`src/rtl/toggle_cdc_rx_endpoint.sv`:
```
// rtl/toggle_cdc_rx_endpoint.sv - destination-domain endpoint of the toggle req/ack multi-bit CDC
module toggle_cdc_rx_endpoint #(
   parameter int DATA_W      = 8,
   parameter int SYNC_STAGES = 3,
   parameter int FIFO_DEPTH  = 2
) (
   input  logic                          i_bclk,
   input  logic                          i_brst_n,
   input  logic                          i_req_toggle_async,
   input  logic [DATA_W-1:0]             i_req_data_async,
   output logic                          o_ack_toggle,
   output logic [DATA_W-1:0]             o_data_bclk,
   output logic                          o_valid_bclk,
   input  logic                          i_ready_bclk,
   output logic [$clog2(FIFO_DEPTH):0]   o_fifo_level,
   output logic                          o_overflow_err
);

   localparam int AW = $clog2(FIFO_DEPTH);
   localparam int PW = AW + 1;

   typedef enum logic {
      S_IDLE    = 1'b0,
      S_PENDING = 1'b1
   } state_t;

   logic [1:0]             r_rst_sync;
   logic                   w_rst_n;
   logic [SYNC_STAGES-1:0] r_sync;
   logic                   r_sync_d;
   logic                   w_edge_det;
   logic [DATA_W-1:0]      r_mem [FIFO_DEPTH];
   logic [PW-1:0]          r_wr_ptr;
   logic [PW-1:0]          r_rd_ptr;
   logic [PW-1:0]          r_level;
   logic [DATA_W-1:0]      r_last;
   logic                   w_empty;
   logic                   w_full;
   logic                   w_pop;
   logic                   w_write_ok;
   logic                   w_push;
   state_t                 r_state;
   logic                   r_ack;
   logic                   r_overflow;

   // Reset asserts asynchronously and releases two bclk edges later, cleanly in this domain
   always_ff @(posedge i_bclk or negedge i_brst_n) begin
      if (!i_brst_n) begin
         r_rst_sync <= '0;
      end else begin
         r_rst_sync <= {r_rst_sync[0], 1'b1};
      end
   end

   assign w_rst_n = r_rst_sync[1];

   // Request-toggle synchronizer plus one delayed copy for edge detection
   always_ff @(posedge i_bclk or negedge w_rst_n) begin
      if (!w_rst_n) begin
         r_sync   <= '0;
         r_sync_d <= 1'b0;
      end else begin
         r_sync   <= {r_sync[SYNC_STAGES-2:0], i_req_toggle_async};
         r_sync_d <= r_sync[SYNC_STAGES-1];
      end
   end

   // One-cycle pulse per request toggle; the data bus itself is never synchronized
   assign w_edge_det = r_sync[SYNC_STAGES-1] ^ r_sync_d;

   // The extra pointer bit tells full from empty when the index bits match
   assign w_empty    = (r_wr_ptr == r_rd_ptr);
   assign w_full     = (r_wr_ptr[AW] != r_rd_ptr[AW]) &&
                       (r_wr_ptr[AW-1:0] == r_rd_ptr[AW-1:0]);
   assign w_pop      = !w_empty && i_ready_bclk;
   assign w_write_ok = !w_full || w_pop;

   // Push decode: a fresh edge in IDLE, or the held request once space appears in PENDING
   always_comb begin
      w_push = 1'b0;
      case (r_state)
         S_IDLE:    w_push = w_edge_det && w_write_ok;
         S_PENDING: w_push = w_write_ok;
         default:   w_push = 1'b0;
      endcase
   end

   // Control FSM: ack flips only together with a push; an edge while holding a request is a violation
   always_ff @(posedge i_bclk or negedge w_rst_n) begin
      if (!w_rst_n) begin
         r_state    <= S_IDLE;
         r_ack      <= 1'b0;
         r_overflow <= 1'b0;
      end else begin
         if (w_push) begin
            r_ack <= ~r_ack;
         end
         case (r_state)
            S_IDLE: begin
               if (w_edge_det && !w_write_ok) begin
                  r_state <= S_PENDING;
               end
            end
            S_PENDING: begin
               if (w_write_ok) begin
                  r_state <= S_IDLE;
               end
               if (w_edge_det) begin
                  r_overflow <= 1'b1;
               end
            end
            default: r_state <= S_IDLE;
         endcase
      end
   end

   // Circular buffer; r_last keeps the most recently popped word so the output holds when empty
   always_ff @(posedge i_bclk or negedge w_rst_n) begin
      if (!w_rst_n) begin
         for (int i = 0; i < FIFO_DEPTH; i++) begin
            r_mem[i] <= '0;
         end
         r_wr_ptr <= '0;
         r_rd_ptr <= '0;
         r_level  <= '0;
         r_last   <= '0;
      end else begin
         if (w_push) begin
            r_mem[r_wr_ptr[AW-1:0]] <= i_req_data_async;
            r_wr_ptr                <= r_wr_ptr + PW'(1);
         end
         if (w_pop) begin
            r_rd_ptr <= r_rd_ptr + PW'(1);
            r_last   <= r_mem[r_rd_ptr[AW-1:0]];
         end
         case ({w_push, w_pop})
            2'b10:   r_level <= r_level + PW'(1);
            2'b01:   r_level <= r_level - PW'(1);
            default: r_level <= r_level;
         endcase
      end
   end

   assign o_ack_toggle   = r_ack;
   assign o_overflow_err = r_overflow;
   assign o_valid_bclk   = !w_empty;
   assign o_fifo_level   = r_level;
   assign o_data_bclk    = w_empty ? r_last : r_mem[r_rd_ptr[AW-1:0]];

endmodule

```
`config.mk`:
```
export PLATFORM = sky130hd
export DESIGN_NAME = toggle_cdc_rx_endpoint
export DESIGN_NICKNAME = d
export VERILOG_FILES = /design/src/rtl/toggle_cdc_rx_endpoint.sv
export SDC_FILE = /design/constraint.sdc
export NUM_CORES = 1
export LEC_CHECK = 0
export BUFFER_PORTS_ARGS = -buffer_cell sky130_fd_sc_hd__clkbuf_2
export CAP_MARGIN = 30
export CORE_MARGIN = 8
export CORE_UTILIZATION = 30
export DETAILED_ROUTE_END_ITERATION = 8
export GPL_TIMING_DRIVEN = 0
export HOLD_SLACK_MARGIN = 0.1
export SLEW_MARGIN = 20
export SYNTH_ARGS = -nofsm -noshare
export SYNTH_HDL_FRONTEND = slang
export SYNTH_SLANG_ARGS = --single-unit
export TNS_END_PERCENT = 20
```
`constraint.sdc`:
```
create_clock -name i_bclk -period 2.5 [get_ports i_bclk]
set_clock_uncertainty 0.05 [all_clocks]
set_input_delay 0.75 -clock i_bclk [delete_from_list [all_inputs] [get_ports i_bclk]]
set_output_delay 0.75 -clock i_bclk [all_outputs]
set_load 0.005 [all_outputs]
```
== After elaboration in Yosys (flattened, before gate mapping) ==
Cells that the tools add are included.

* Bits in registers: 39
* Bits of input ports: 12
* Word-level logic and storage cells: 52

* Reduce and logical (&&, ||, !) cells: 11
* Muxes and demuxes: 12
* Eq/ne operators: 5
* Add/subtract/negate cells: 4
* Bitwise logic cells: 5
* $lt $le $gt $ge: 3

{| class="wikitable"
|+ Operator list
! kind !! count
|-
| 8-bit 2-to-1 mux || 5
|-
| 16-bit bitwise mux || 1
|-
| 8-bit demux with 1-bit select || 1
|-
| 2-bit by 1-bit adder with 2-bit output, second input constant || 3
|-
| 1-bit logical AND || 5
|-
| 2-bit >= comparator, second input constant || 2
|-
| 1-bit inverter with 2-bit output || 2
|-
| 1-bit one-hot mux with 2 select lines || 2
|-
| 2-bit one-hot mux with 2 select lines || 1
|-
| 1-bit zero test || 3
|-
| 2-bit by 1-bit equality test with 1-bit output, second input constant || 1
|-
| 2-bit equality test || 1
|-
| 2-bit equality test, second input constant || 1
|-
| 2-bit by 1-bit less-than comparator with 1-bit output, second input constant || 1
|-
| 1-bit 2-to-1 mux || 2
|-
| 1-bit inverter || 2
|-
| 2-bit AND reduction || 1
|-
| 2-bit nonzero test || 1
|-
| 2-bit by 1-bit subtractor with 2-bit output, second input constant || 1
|-
| 1-bit equality test || 1
|-
| 1-bit logical OR || 1
|-
| 1-bit != test || 1
|-
| 1-bit XOR || 1
|}

== Logic depth before layout (Yosys ltp) ==
* Word-level depth: 8
* Depth in mapped cells: 10

== Worst setup path after synthesis ==
Ideal clock, no wire load.

* Path type: in2reg
* Start point: input i_ready_bclk
* End point: register r_level[1] (netlist: o_fifo_level[1])
* Required time: 2.371 ns
* Path buffers: 2
* Data arrival time: 2.057 ns
* Stages on the path: 7
* Slack: 0.314 ns
* Path through: a21bo_2 -> clkbuf_1 -> clkbuf_1 -> inv_1 -> ha_1 -> nor2_1 -> xor2_1

* Cells in the longest elaborated chain, start to end: 6
* Elaborated cells on any way between the ends: 8

{| class="wikitable"
|+ Ends and longest elaborated chain
! item !! line !! text
|-
| start: declaration || 14 || <nowiki>input logic i_ready_bclk,</nowiki>
|-
| 1-bit logical AND (*) || 75 || <nowiki>assign w_pop = !w_empty && i_ready_bclk;</nowiki>
|-
| via w_pop || 39 || <nowiki>logic w_pop;</nowiki>
|-
| 1-bit logical OR || 76 || <nowiki>assign w_write_ok = !w_full || w_pop;</nowiki>
|-
| 1-bit logical AND || 82 || <nowiki>S_IDLE: w_push = w_edge_det && w_write_ok;</nowiki>
|-
| 1-bit one-hot mux with 2 select lines || 81 || <nowiki>case (r_state)</nowiki>
|-
| 2-bit by 1-bit equality test with 1-bit output or 2-bit equality test (tied branches) || 136 || <nowiki>case ({w_push, w_pop})</nowiki>
|-
| 2-bit one-hot mux with 2 select lines or 2-bit nonzero test (tied branches) || -- ||
|-
| end signal: assignment || 137 || <nowiki>2'b10: r_level <= r_level + PW'(1);</nowiki>
|-
| end signal: assignment || 138 || <nowiki>2'b01: r_level <= r_level - PW'(1);</nowiki>
|-
| end signal: assignment || 139 || <nowiki>default: r_level <= r_level;</nowiki>
|-
| end: declaration || 35 || <nowiki>logic [PW-1:0] r_level;</nowiki>
|}

Mark *: on every way through the listed nets, which the timed path passes. The rest lies on a longest branch.
A chain may end at the register's enable or synchronous reset.

== Worst setup path after layout ==
* Start point: register r_wr_ptr[0]
* End point: output o_data_bclk[3]

* Cells in the longest elaborated chain, start to end: 2

{| class="wikitable"
|+ Ends and longest elaborated chain
! item !! line !! text
|-
| start: declaration || 33 || <nowiki>logic [PW-1:0] r_wr_ptr;</nowiki>
|-
| start signal: assignment || 130 || <nowiki>r_wr_ptr <= r_wr_ptr + PW'(1);</nowiki>
|-
| 2-bit equality test || 72 || <nowiki>assign w_empty = (r_wr_ptr == r_rd_ptr);</nowiki>
|-
| 8-bit 2-to-1 mux || 148 || <nowiki>assign o_data_bclk = w_empty ? r_last : r_mem[r_rd_ptr[AW-1:0]];</nowiki>
|-
| end: declaration || 12 || <nowiki>output logic [DATA_W-1:0] o_data_bclk,</nowiki>
|}

No other way between the ends.

==> reports/results.txt <==
status = complete, no violations
post-synthesis sequential area ratio = 0.600
Buf/Inv on CP = 3
Tmin final = 2.38 ns
WP data arrival = 1.58 ns
Post-Synthesis Cells = 127
Yosys cell types = 26
DRT iter0 DRCs = 70
Post-synth EDFFs = 0
TritonCTS clock tree = built
PortBufs = 24
Max rail drop VDD = 414 uV
syn_area_per_cell = 12.8 sq um
Max clock buf depth = 2
crit path max-delay cell type = dfrtp_1
most frequent cells after synthesis = 39 x dfrtp_1, 10 x nor2_1, 9 x nand2_1
Routed WL = 3.10 mm
post-synthesis cell area = 0.00163 sq mm
CTS Buf Count = 5
endpoints failing setup = 0
post-synth top area cell = dfrtp_1
CTS sink cnt = 39
startpoint types = register
Die Span Y = 89.7 um
final hold slack = 0.168 ns
Synth Register Bits = 39
grt ovf = 0
Row Count = 27
Crit Path Max Fanout = 10
area delta synth->final = 25.1%
depth of the CTS H-tree = 2
Fin. Hold Viols = 0
fill count = 534
final setup TNS = 0 ns
Die ar. = 0.00804 sq mm
layout cells sized above 1 = 0.352
drt via density = 4.34
worst skew pair latency = 0.29 ns
P_leak = 0.000934 uW
highest clock rate = 0.420 GHz
Max-Cap Viols = 0
hold crit path type = reg -> async
Tot GR Track Use = 0.0881
chip width = 89.7 um
initial antenna violation count = 0
io pins = 25
worst r2r dst = o_fifo_level[1]$_DFFE_PN0P_
Final #Nets = 177
root buffer cell = clkbuf_8
Main synth FF type = dfrtp_1
Pwr Total = 3160 uW
Ys Warns = 0
P per Cell Area = 1550 mW/mm^2
DRC violations left = 0
DP Worst Slack = -0.207 ns
R2R depth = 9
crit-path cells = buf_2, xnor2_2, nand2_2, buf_6, a21oi_1, clkbuf_2
vias in the first global route = 1071
Post-DP Area = 0.00186 sq mm
crit-path max cell delay = 0.35 ns
crit path from = r_wr_ptr[0]$_DFFE_PN0P_
post-route cell area = 0.00204 sq mm
global-route wire length before repair = 5.18 mm
routability-driven placement congestion ratio = 0.656
1st-pass router iterations = 3
Inserted Diodes = 0
clk slew on worst S/H paths = 0.07 ns
routed len/inst = 13.1 um
Core Region = 0.00537 sq mm
largest net degree at the start of global routing = 29
CP endpoint = o_data_bclk[3]
Post-DRT Antenna Nets = 0
initial core utilization = 0.303
Levels on crit path = 6
CP delay by family, top = buffers and inverters
FFs w/ async S/R, synth = 1.00
Tcrit/Tclk final = 0.952
Seq. cell area = 977 sq um
CP Data Required Time = 1.70 ns
most frequent cell after synthesis = dfrtp_1
Worst setup EP type = output port
final worst slack = 0.121 ns
top cells by area, synth = dfrtp_1 60%, mux2_1 5.5%, mux2_2 5.5%
via count = 1029
Mapped Nets = 140
area occupied by multi-input gates = 642 sq um
Slew Viols, Final = 0
R2R Path Start = r_wr_ptr[0]$_DFFE_PN0P_
Detailed Place HPWL = 2.27 mm
flop-to-flop setup slack = 0.20 ns
CP Class = reg -> out
area share of the largest cell type after synthesis = 0.600
where the power goes:
| group | internal, uW | switching, uW |
|---|---|---|
| Sequential | 918 | 175 |
| Clock | 251 | 200 |
| Combinational | 816 | 795 |
logic make-up (layout without fill, tap and decap cells):
logic type / count (synthesis) / in the layout / synth area share
buffers and inverters: 8 / 46 / 0.0215
and+or+nand+nor: 23 / 23 / 0.0584
AOI/OAI and AO/OA: 19 / 19 / 0.0769
muxes: 24 / 24 / 0.160
xor gates and xnor gates: 12 / 12 / 0.0738
DFF: 39 / 39 / 0.600
adders and majority gates: 1 / 1 / 0.00769
other: 1 / 1 / 0.00230
placed cells by master, fill, tap and decap left out:
cell	n
xnor2_4	1
dlygate4sd3_1	1
nand2_2	1
buf_12	1
buf_4	5
xnor2_2	1
a21oi_2	1
mux2i_1	8
ha_1	1
clkbuf_8	7
nor4_1	1
nor2_1	10
o21ai_0	8
nand3_1	1
conb_1	1
nor2_2	1
buf_2	1
clkbuf_4	1
mux2_1	8
o32ai_4	1
xnor2_1	7
nand2_1	8
dfrtp_2	1
mux2_2	8
clkbuf_2	25
or2_1	1
dfrtp_1	38
a21bo_2	1
a21oi_1	7
xor2_2	1
xor2_1	2
a21o_1	1
inv_1	2
clkbuf_1	2
buf_6	1
per-layer routing:
metal,vias to the layer above,track usage,share of wire
met4,0,0.0453,0.020
met1,510,0.0935,0.40
met2,15,0.148,0.51
li1,500,-,-
met5,-,0,0
met3,4,0.0355,0.068
cell type report:
type | count | share of cell area
Sequential cell | 39 | 0.480
Buffer | 6 | 0.0197
Tap cell | 72 | 0.0442
Multi-Input combinational cell | 80 | 0.315
Inverter | 2 | 0.00369
Timing Repair Buffer | 30 | 0.0885
Clock buffer | 8 | 0.0491
timing repair:
item                                    4_1_cts  5_1_grt
endpoints found under the setup margin       10        9
gates resized for setup                       7        4
endpoints found under the hold margin         9        0
setup buffers                                 3        1
pin swaps                                     0        1
hold buffers                                  1        0
how the worst min path moves through the flow:
stage	start	endpoint	slack, ns	cells past startpoint
6_report	r_rst_sync[1]$_DFF_PN0_	o_fifo_level[0]$_DFFE_PN0P_	0.17	1
5_1_grt	i_brst_n	r_rst_sync[1]$_DFF_PN0_	0.17	1
4_1_cts	i_brst_n	r_rst_sync[1]$_DFF_PN0_	0.17	1
3_5_place_dp	r_rst_sync[1]$_DFF_PN0_	r_sync[0]$_DFF_PN0_	0.09	0
3_3_place_gp	r_sync[0]$_DFF_PN0_	r_sync[1]$_DFF_PN0_	0.28	0
2_1_floorplan	r_rst_sync[0]$_DFF_PN0_	r_rst_sync[1]$_DFF_PN0_	0.28	0
metrics by stage:
stage,instances,utilization
floorplan,127,-
global placement,223,0.342
detailed placement,224,0.346
CTS,236,0.376
global route,237,0.379
finish,237,0.379
state kept, by name, indices dropped and copies added (netlist names):
register	flops
r_mem	16
r_last	8
r_sync	3
o_fifo_level	2
r_rd_ptr	2
r_rst_sync	2
r_wr_ptr	2
o_ack_toggle	1
o_overflow_err	1
r_state	1
r_sync_d	1
Note: power is estimated with default switching activity, not from simulation.
